`config.mk`:
```
export PLATFORM = sky130hd
export DESIGN_NAME = instruction_fetch_queue_flat
export DESIGN_NICKNAME = d
export VERILOG_FILES = /design/src/rtl/instruction_fetch_queue_if.sv /design/src/rtl/instruction_fetch_queue.sv /design/src/flat_wrapper.sv
export SDC_FILE = /design/constraint.sdc
export NUM_CORES = 2
export LEC_CHECK = 0
export CORE_MARGIN = 2
export CORE_UTILIZATION = 33
export DETAILED_ROUTE_END_ITERATION = 7
export SYNTH_ARGS = -nofsm -noshare
export SYNTH_HDL_FRONTEND = slang
export SYNTH_SLANG_ARGS = --single-unit
```
`constraint.sdc`:
```
create_clock -name clock -period 3.6 [get_ports clock]
set_clock_uncertainty 0.15 [all_clocks]
set_input_delay 0.72 -clock clock [delete_from_list [all_inputs] [get_ports clock]]
set_output_delay 0.72 -clock clock [all_outputs]
set_load 0.1 [all_outputs]
```
`src/rtl/instruction_fetch_queue_if.sv`:
```
// ---------------------------------------------------------------------------
// instruction_fetch_queue_if
//
// Bundles the NanoRisc fetch unit's bus signals so the core and the fetch
// queue can be wired with a single port.
//
//   load_en / load_addr / load_data     : memory write port (core -> fetch)
//   run                                 : fetch enable (core -> fetch)
//   redirect / redirect_addr            : branch redirect (core -> fetch)
//   instr_ready                         : decode accepts head (core -> fetch)
//   instr_valid / instr / instr_addr    : head of prefetch queue (fetch -> core)
//   queue_count                         : prefetch occupancy (fetch -> core)
//   fault                               : sticky out-of-range fetch flag
//
// master = core / decode side, slave = fetch queue.
// ---------------------------------------------------------------------------
interface instruction_fetch_queue_if #(
  parameter int WIDTH       = 8,
  parameter int ADDR_WIDTH  = 8,
  parameter int QUEUE_DEPTH = 4
);
  localparam int CNT_WIDTH = $clog2(QUEUE_DEPTH) + 1;

  logic                  load_en;
  logic [ADDR_WIDTH-1:0] load_addr;
  logic [WIDTH-1:0]      load_data;
  logic                  run;
  logic                  redirect;
  logic [ADDR_WIDTH-1:0] redirect_addr;
  logic                  instr_ready;
  logic                  instr_valid;
  logic [WIDTH-1:0]      instr;
  logic [ADDR_WIDTH-1:0] instr_addr;
  logic [CNT_WIDTH-1:0]  queue_count;
  logic                  fault;

  modport master (
    output load_en, load_addr, load_data, run, redirect, redirect_addr, instr_ready,
    input  instr_valid, instr, instr_addr, queue_count, fault
  );

  modport slave (
    input  load_en, load_addr, load_data, run, redirect, redirect_addr, instr_ready,
    output instr_valid, instr, instr_addr, queue_count, fault
  );
endinterface

```
`src/rtl/instruction_fetch_queue.sv`:
```
// ---------------------------------------------------------------------------
// instruction_fetch_queue
//
// Instruction store plus autonomous fetch engine for NanoRisc. A DEPTH x WIDTH
// memory is written through the load port; while running, sequential words
// are fetched into a QUEUE_DEPTH-entry FIFO that the decode stage drains via
// a valid/ready handshake. A redirect flushes the FIFO and restarts fetch.
//
// Ports:
//   clock  : system clock, rising edge
//   reset  : asynchronous, active-high; clears control state (memory kept)
//   bus    : instruction_fetch_queue_if.slave (load, run, redirect,
//            handshake, head entry, occupancy, sticky fault)
//
// Parameters: DEPTH must be 1..2^ADDR_WIDTH, QUEUE_DEPTH a power of 2 >= 2.
// The interface instance must use the same WIDTH/ADDR_WIDTH/QUEUE_DEPTH.
// ---------------------------------------------------------------------------
module instruction_fetch_queue #(
  parameter int WIDTH       = 8,
  parameter int ADDR_WIDTH  = 8,
  parameter int DEPTH       = 256,
  parameter int QUEUE_DEPTH = 4
) (
  input logic                      clock,
  input logic                      reset,
  instruction_fetch_queue_if.slave bus
);

  localparam int PTR_W = $clog2(QUEUE_DEPTH);

  // One extra bit so DEPTH == 2^ADDR_WIDTH is representable and the
  // out-of-range test collapses to constant-false in that case.
  localparam logic [ADDR_WIDTH:0] DEPTH_EXT  = (ADDR_WIDTH+1)'(DEPTH);
  localparam logic [PTR_W:0]      FULL_COUNT = (PTR_W+1)'(QUEUE_DEPTH);

  typedef enum logic [1:0] {
    HALT  = 2'd0,
    FETCH = 2'd1,
    FAULT = 2'd2
  } state_t;

  state_t                state;
  state_t                state_next;
  logic [ADDR_WIDTH-1:0] fetch_pc;
  logic                  fault_q;

  logic [WIDTH-1:0]      mem    [DEPTH];
  logic [WIDTH-1:0]      q_data [QUEUE_DEPTH];
  logic [ADDR_WIDTH-1:0] q_addr [QUEUE_DEPTH];
  logic [PTR_W-1:0]      rd_ptr;
  logic [PTR_W-1:0]      wr_ptr;
  logic [PTR_W:0]        count;

  logic                  pc_oob;
  logic                  load_hit;
  logic                  queue_valid;
  logic                  pop;
  logic                  push;
  logic                  fault_hit;

  assign pc_oob      = {1'b0, fetch_pc} >= DEPTH_EXT;
  assign load_hit    = bus.load_en && ({1'b0, bus.load_addr} < DEPTH_EXT);
  assign queue_valid = (count != '0);
  assign pop         = queue_valid && bus.instr_ready;

  // Instruction memory: no reset so a program survives a core reset.
  always_ff @(posedge clock) begin
    if (load_hit) begin
      mem[bus.load_addr] <= bus.load_data;
    end
  end

  // FSM state register.
  always_ff @(posedge clock or posedge reset) begin
    if (reset) begin
      state <= HALT;
    end else begin
      state <= state_next;
    end
  end

  // FSM next state. Redirect overrides everything and is the only way out
  // of FAULT short of reset.
  always_comb begin
    state_next = state;
    if (bus.redirect) begin
      state_next = bus.run ? FETCH : HALT;
    end else begin
      case (state)
        HALT:    if (bus.run) state_next = FETCH;
        FETCH: begin
          if (pc_oob) begin
            state_next = FAULT;
          end else if (!bus.run) begin
            state_next = HALT;
          end
        end
        FAULT:   state_next = FAULT;
        default: state_next = HALT;
      endcase
    end
  end

  // FSM outputs. A full queue may still accept a push when the head is
  // popped on the same edge, which keeps throughput at one per cycle.
  // A load in the same cycle steals the slot so the write wins.
  always_comb begin
    push      = 1'b0;
    fault_hit = 1'b0;
    if (state == FETCH && !bus.redirect) begin
      if (pc_oob) begin
        fault_hit = 1'b1;
      end else if (!bus.load_en && (count < FULL_COUNT || pop)) begin
        push = 1'b1;
      end
    end
  end

  // Fetch pointer and sticky fault flag.
  always_ff @(posedge clock or posedge reset) begin
    if (reset) begin
      fetch_pc <= '0;
      fault_q  <= 1'b0;
    end else if (bus.redirect) begin
      fetch_pc <= bus.redirect_addr;
      fault_q  <= 1'b0;
    end else begin
      if (push) begin
        fetch_pc <= fetch_pc + 1'b1;
      end
      if (fault_hit) begin
        fault_q <= 1'b1;
      end
    end
  end

  // Queue bookkeeping. A redirect empties the queue even if the consumer
  // popped in that same cycle.
  always_ff @(posedge clock or posedge reset) begin
    if (reset) begin
      rd_ptr <= '0;
      wr_ptr <= '0;
      count  <= '0;
    end else if (bus.redirect) begin
      rd_ptr <= '0;
      wr_ptr <= '0;
      count  <= '0;
    end else begin
      if (push) begin
        wr_ptr <= wr_ptr + 1'b1;
      end
      if (pop) begin
        rd_ptr <= rd_ptr + 1'b1;
      end
      case ({push, pop})
        2'b10:   count <= count + 1'b1;
        2'b01:   count <= count - 1'b1;
        default: count <= count;
      endcase
    end
  end

  // Queue storage; contents are only observable through count, so no reset.
  always_ff @(posedge clock) begin
    if (push) begin
      q_data[wr_ptr] <= mem[fetch_pc];
      q_addr[wr_ptr] <= fetch_pc;
    end
  end

  assign bus.instr_valid = queue_valid;
  assign bus.instr       = queue_valid ? q_data[rd_ptr] : '0;
  assign bus.instr_addr  = queue_valid ? q_addr[rd_ptr] : '0;
  assign bus.queue_count = count;
  assign bus.fault       = fault_q;

endmodule

```
`src/flat_wrapper.sv`:
```
// flat-port wrapper written by rule: the top's interface ports become plain ports
module instruction_fetch_queue_flat 
#(
  parameter int WIDTH       = 8,
  parameter int ADDR_WIDTH  = 8,
  parameter int DEPTH       = 256,
  parameter int QUEUE_DEPTH = 4
)
  (clock, reset, bus_load_en, bus_load_addr, bus_load_data, bus_run, bus_redirect, bus_redirect_addr, bus_instr_ready, bus_instr_valid, bus_instr, bus_instr_addr, bus_queue_count, bus_fault);
  instruction_fetch_queue_if #(.WIDTH(WIDTH), .ADDR_WIDTH(ADDR_WIDTH), .QUEUE_DEPTH(QUEUE_DEPTH)) bus_i ();
  input logic clock;
  input logic reset;
  input wire logic [$bits(bus_i.load_en)-1:0] bus_load_en;
  input wire logic [$bits(bus_i.load_addr)-1:0] bus_load_addr;
  input wire logic [$bits(bus_i.load_data)-1:0] bus_load_data;
  input wire logic [$bits(bus_i.run)-1:0] bus_run;
  input wire logic [$bits(bus_i.redirect)-1:0] bus_redirect;
  input wire logic [$bits(bus_i.redirect_addr)-1:0] bus_redirect_addr;
  input wire logic [$bits(bus_i.instr_ready)-1:0] bus_instr_ready;
  output wire logic [$bits(bus_i.instr_valid)-1:0] bus_instr_valid;
  output wire logic [$bits(bus_i.instr)-1:0] bus_instr;
  output wire logic [$bits(bus_i.instr_addr)-1:0] bus_instr_addr;
  output wire logic [$bits(bus_i.queue_count)-1:0] bus_queue_count;
  output wire logic [$bits(bus_i.fault)-1:0] bus_fault;
  assign bus_i.load_en = bus_load_en;
  assign bus_i.load_addr = bus_load_addr;
  assign bus_i.load_data = bus_load_data;
  assign bus_i.run = bus_run;
  assign bus_i.redirect = bus_redirect;
  assign bus_i.redirect_addr = bus_redirect_addr;
  assign bus_i.instr_ready = bus_instr_ready;
  assign bus_instr_valid = bus_i.instr_valid;
  assign bus_instr = bus_i.instr;
  assign bus_instr_addr = bus_i.instr_addr;
  assign bus_queue_count = bus_i.queue_count;
  assign bus_fault = bus_i.fault;
  instruction_fetch_queue #(.WIDTH(WIDTH), .ADDR_WIDTH(ADDR_WIDTH), .DEPTH(DEPTH), .QUEUE_DEPTH(QUEUE_DEPTH)) u_core (.clock(clock), .reset(reset), .bus(bus_i));
endmodule
```
* After elaboration in Yosys (flattened, before gate mapping) *
Memory sizes are Yosys's and may differ from the RTL's.
Cells that the tools add are included.

cells by class
  add/sub/neg operators = 5
  order comparisons = 1
  equality and inequality tests = 6
  mux-type cells = 22
  reductions and logical operators = 12

operators with widths
  operator                                                                number
  8-bit 2-to-1 mux                                                        4
  2-bit 2-to-1 mux                                                        7
  8-bit by 1-bit adder with 8-bit output (second input constant)          1
  1-bit 2-to-1 mux                                                        8
  3-bit inequality test (second input constant)                           2
  2-bit case mux with 3 select lines                                      1
  3-bit case mux with 2 select lines                                      1
  3-bit nonzero test                                                      2
  2-bit by 1-bit adder with 2-bit output (second input constant)          2
  2-bit by 1-bit equality test with 1-bit output (second input constant)  2
  2-bit equality test (second input constant)                             2
  2-bit nonzero test                                                      2
  3-bit by 1-bit adder with 3-bit output (second input constant)          1
  1-bit logical AND                                                       3
  3-bit < comparator (second input constant)                              1
  3-bit 2-to-1 mux                                                        1
  3-bit by 1-bit subtractor with 3-bit output (second input constant)     1
  1-bit logical NOT                                                       2
  2-bit logical NOT                                                       1
  2-bit AND reduction                                                     1
  1-bit logical OR                                                        1

word-level totals
  register bits after elaboration = 18
  RAM bits = 2112
  input port bits = 30
  output and inout port bits = 21
  memories kept = 3

memory list
  memory         words  bits a word  rd ports  clocked after memory_dff  write ports  line                           RTL
  u_core.mem     256    8            1         0                         1            instruction_fetch_queue.sv:47  logic [WIDTH-1:0] mem [DEPTH];
  u_core.q_addr  4      8            1         0                         1            instruction_fetch_queue.sv:49  logic [ADDR_WIDTH-1:0] q_addr [QUEUE_DEPTH];
  u_core.q_data  4      8            1         0                         1            instruction_fetch_queue.sv:48  logic [WIDTH-1:0] q_data [QUEUE_DEPTH];

* Logic depth before layout (Yosys ltp) *
  depth in word-level cells = 9
  mapped depth = 10

* Worst setup path after synthesis *
No wires, ideal clock.

  path type = register -> output
  start point = register u_core.count[0], in the netlist u_core.bus.queue_count[0]
  end point = output port bus_instr[0]
  data arrival time = 3.262 ns
  required time = 2.730 ns
  slack = -0.532 ns
  cell stages (with the launch flop) = 5
  path through = dfrtp_1 > or3_1 > clkbuf_1 > clkbuf_1 > and2_1

between the ends
  cells in the longest elaborated chain, start to end = 2

RTL lines
  element                    line                            RTL
  start, declared            instruction_fetch_queue.sv:52   logic [PTR_W:0] count;
  start signal, assigned     instruction_fetch_queue.sv:156  2'b10: count <= count + 1'b1;
  start signal, assigned     instruction_fetch_queue.sv:157  2'b01: count <= count - 1'b1;
  start signal, assigned     instruction_fetch_queue.sv:158  default: count <= count;
  3-bit nonzero test         instruction_fetch_queue.sv:63   assign queue_valid = (count != '0);
  named net bus_instr_valid  flat_wrapper.sv:20              output wire logic [$bits(bus_i.instr_valid)-1:0] bus_instr_valid;
  8-bit 2-to-1 mux           instruction_fetch_queue.sv:172  assign bus.instr = queue_valid ? q_data[rd_ptr] : '0;
  end, declared              flat_wrapper.sv:21              output wire logic [$bits(bus_i.instr)-1:0] bus_instr;

The timed path passes the listed nets, and every way through them passes these cells.

* Worst setup path after layout *
  start point = register u_core.fetch_pc[2]
  end point = memory u_core.q_data[3][5] (data pin)

between the ends
  cells in the longest elaborated chain, start to end = 1

RTL lines
  element                  line                            RTL
  start, declared          instruction_fetch_queue.sv:44   logic [ADDR_WIDTH-1:0] fetch_pc;
  start signal, assigned   instruction_fetch_queue.sv:125  fetch_pc <= bus.redirect_addr;
  start signal, assigned   instruction_fetch_queue.sv:129  fetch_pc <= fetch_pc + 1'b1;
  memory read 256 x 8 bit  --
  end, declared            instruction_fetch_queue.sv:48

Every way passes these cells.

==> flow_summary.toml <==
[logic_synthesis]
largest_cells_by_area_after_synthesis = "edfxtp_1 77%, mux4_2 13%, a22oi_1 1.8%"
ys.warnings.count = 0
avgSynthCellArea_um2 = 21.3
synth_largest_area_cell = "edfxtp_1"
synth_seq_area_share_pct = 77.8
synth-async-reset-ratio_pct = 0.798
count_of_flip_flops_with_a_built_in_enable_after_synthesis = 2112
post-synth-top-area-fraction_pct = 77.3
post_synth_instance_area_um2 = 82100
netlist_instances = 3862
ys_dominant_reg_cell = "edfxtp_1"
synth.lib_cells_used.distinct = 51
ys_seq_elements = 2129
nets_in_the_synthesized_netlist = 3898

[drt]
dr_total_vias = 41700
drc = 0
detail_route.first_pass.iterations = 5
detailedRoute.firstIterationViolations = 4937
route.final.wire_length_um = 209000
routed_wire_length_per_instance_um = 26.1
detail_route.vias_per_cell = 5.22
postRouteAntennaNets = 0

[global_routing]
pin_count_of_the_biggest_net_entering_global_routing = 135
met1_usage_pct = 22.8
grt_antenna_before_repair = 3
via_count_of_the_first_global_routing_pass = 41900
globalRouteMet3Util_pct = 2.62
global_route.peak_usage_layer = "met2"
grt_pass1_wl_um = 300000
global_route.usage.met2_pct = 26.3
grt.total_usage_pct = 16.3
aggregate_global_routing_overflow = 0

[setup_path]
slowest_delay_ns = 0.65
cp-start-kind = "register"
reg2regPathDepth = 10
setup_slack_reg_to_reg_ns = -0.003
critical_path_class = "register to register"
setup.worst_path.end_class = "register"
path_max_fanout = 32
critical_path.cell_chain = "buf_4 > and2_4 > buf_12 > buf_4 > buf_4 > a22oi_1 > a21oi_1 > nor4_1 > nor4_2 > buf_4"
regToRegStartpoint = "u_core.fetch_pc[2]"
regToRegEndpoint = "u_core.q_data[3][5]"
critPathArrivalTime_ns = 4.16
cpMaxStageDelayCell = "nor4_2"
cp_data_required_time_ns = 4.16
critical-path-top-cell-by-count = "buf_4"

[clocking]
clock_tree.buffer_depth = 3
holdBufCountCts = 0
tritoncts_clock_tree = "yes"
numClockSinks = 2129
worst_skew_pair.late_latency_ns = 0.86
tritoncts.num_buffers = 207
cts-root-buf = "clkbuf_16"
clk_pin_slew_ns = 0.06
ctsHtreeMaxLevel = 4

[run]
max_cap_check_violation_count = 0

[timing]
setup-tns-final_ns = -0.00330
hold_viol = 0
period_share_pct = 100
setup_ws_ns = -0.00330
worstMarginPinSlew_ns = 1.22
slew_headroom_pct = 18.7
finalWorstPathRequiredPeriod_ns = 3.60
clock.fmax_mhz = 278
hold-worst-slack_ns = 0.155
finalSetupViolations = 1
timing.final.max_slew_violations = 0

[placement]
dp.final_hpwl_um = 132000
place_congestion = 0.844
dpl_cell_area_um2 = 90900
port-buffer-count = 49
placed_cells_incl_taps = 7604
place_worst_setup_slack_ns = -0.373

[layout]
filler_cell_count = 21900
finish.net_count = 4523
drive_above_1_share_pct = 31.3
area.growth.synth_to_final_pct = 19.0
fin_cells = 7989
final_core_utilization_pct = 39.4
stdcell_area_um2 = 97700

[run_status]
violations = "negative setup slack"
outcome = "finished with violations"

[die]
die_y_um = 503
placementRows = 183
total_die_area_um2 = 253000
boundaryPins = 51
floorplan.core_area_um2 = 248000
die_w_um = 503
starting_density_of_the_core_pct = 33.1

[power_and_ir_drop]
design_power_total_mw = 55.2
worst_case_vdd_ir_drop_mv = 0.407
power.static_leakage_nw = 31.0
power_density_nw_per_um2 = 566

[min_path]
hold_class = "primary input to asynchronous set/reset pin"
cell usage after synthesis (all sizes together) (9+ instances only):
cell    count
nor2      272
mux2i      97
o211ai     10
a211oi     24
clkbuf    117
a21oi      76
a31oi       9
edfxtp   2112
mux4      480
o22ai      24
a22oi     200
nor2b      11
nand3      14
o221ai     32
nand2b      9
nor4       40
nand2      68
a21boi     24
buf       125
dfrtp      17
and2       29
power by group:
group          internal [mW]  switching (mW)  total [mW]
Combinational           2.70            4.24        6.94
Clock                   11.7            9.18        20.8
Sequential              27.4          0.0733        27.5
Total                   41.7            13.5        55.2
worst max path at each step:
stage | from | end | cells after the start
2_1_floorplan | u_core.bus.queue_count[0] | bus_instr[0] | 4
3_3_place_gp | u_core.fetch_pc[0] | u_core.q_data[0][5] | 9
3_5_place_dp | u_core.fetch_pc[0] | u_core.q_data[3][5] | 9
4_1_cts | u_core.fetch_pc[0] | u_core.q_data[3][3] | 10
5_1_grt | u_core.fetch_pc[0] | u_core.q_data[1][0] | 9
6_report | u_core.fetch_pc[2] | u_core.q_data[3][5] | 10
worst max-delay path, delay by kind of cell, from the launching register on:
kind	cells	cell delay, ns
buf+inv	5	1.04
simple gates	3	0.96
compound gates	2	0.64
flops	1	0.62
sequential cells by signal, indices dropped and copies added (netlist names):
| register | flops |
|---|---|
| u_core.rd_ptr | 2 |
| u_core.q_data | 32 |
| u_core.state | 2 |
| u_core.bus.queue_count | 3 |
| u_core.fetch_pc | 8 |
| u_core.q_addr | 32 |
| u_core.mem | 2048 |
| u_core.wr_ptr | 2 |
area by class of cell:
type / count / area (um^2) / area share [%]
diodes: 1 / 2.50 / 0.00256
multi-input cells: 1486 / 17300 / 17.7
inverters: 5 / 18.8 / 0.0192
clock buffers: 267 / 5470 / 5.60
clock inverters: 113 / 1030 / 1.05
repair buffers: 658 / 5840 / 5.98
flip-flops and latches: 2129 / 63900 / 65.4
well taps: 3330 / 4170 / 4.27
kinds of logic (layout without fill, tap and decap cells):
family	count (synthesis)	count (layout)	synth area share [%]
adders and majority gates	6	6	0.101
muxes	585	585	14.5
xor gates and xnor gates	4	4	0.0427
buffers and inverters	247	1043	1.44
DFF	2129	2129	77.8
and+or+nand+nor	468	468	2.54
AOI/OAI and AO/OA	422	422	3.64
other	1	2	0.00457
metal layers:
layer	part of all wire [%]	routed length [um]
met1	42	88400
met2	48	101000
met3	7.1	14800
met4	2.2	4510
met5	0	0
what timing repair did:
item	in CTS	in global routing
endpoints found under the setup margin	28	35
setup buffers	0	2
cloned	0	2
gates resized for setup	15	20
pin swaps	0	0
layout by cell type, fill, tap and decap left out, types with 30 or more instances in the layout:
cell type	count
mux2i_1	97
mux4_2	480
clkinv_1	51
clkbuf_16	211
buf_12	56
a22oi_1	195
clkbuf_1	56
nor2_1	271
a21oi_1	73
edfxtp_1	2112
o221ai_1	32
buf_4	566
nand2_1	65
clkinv_2	30
Power figures use the tool's default switching activity.
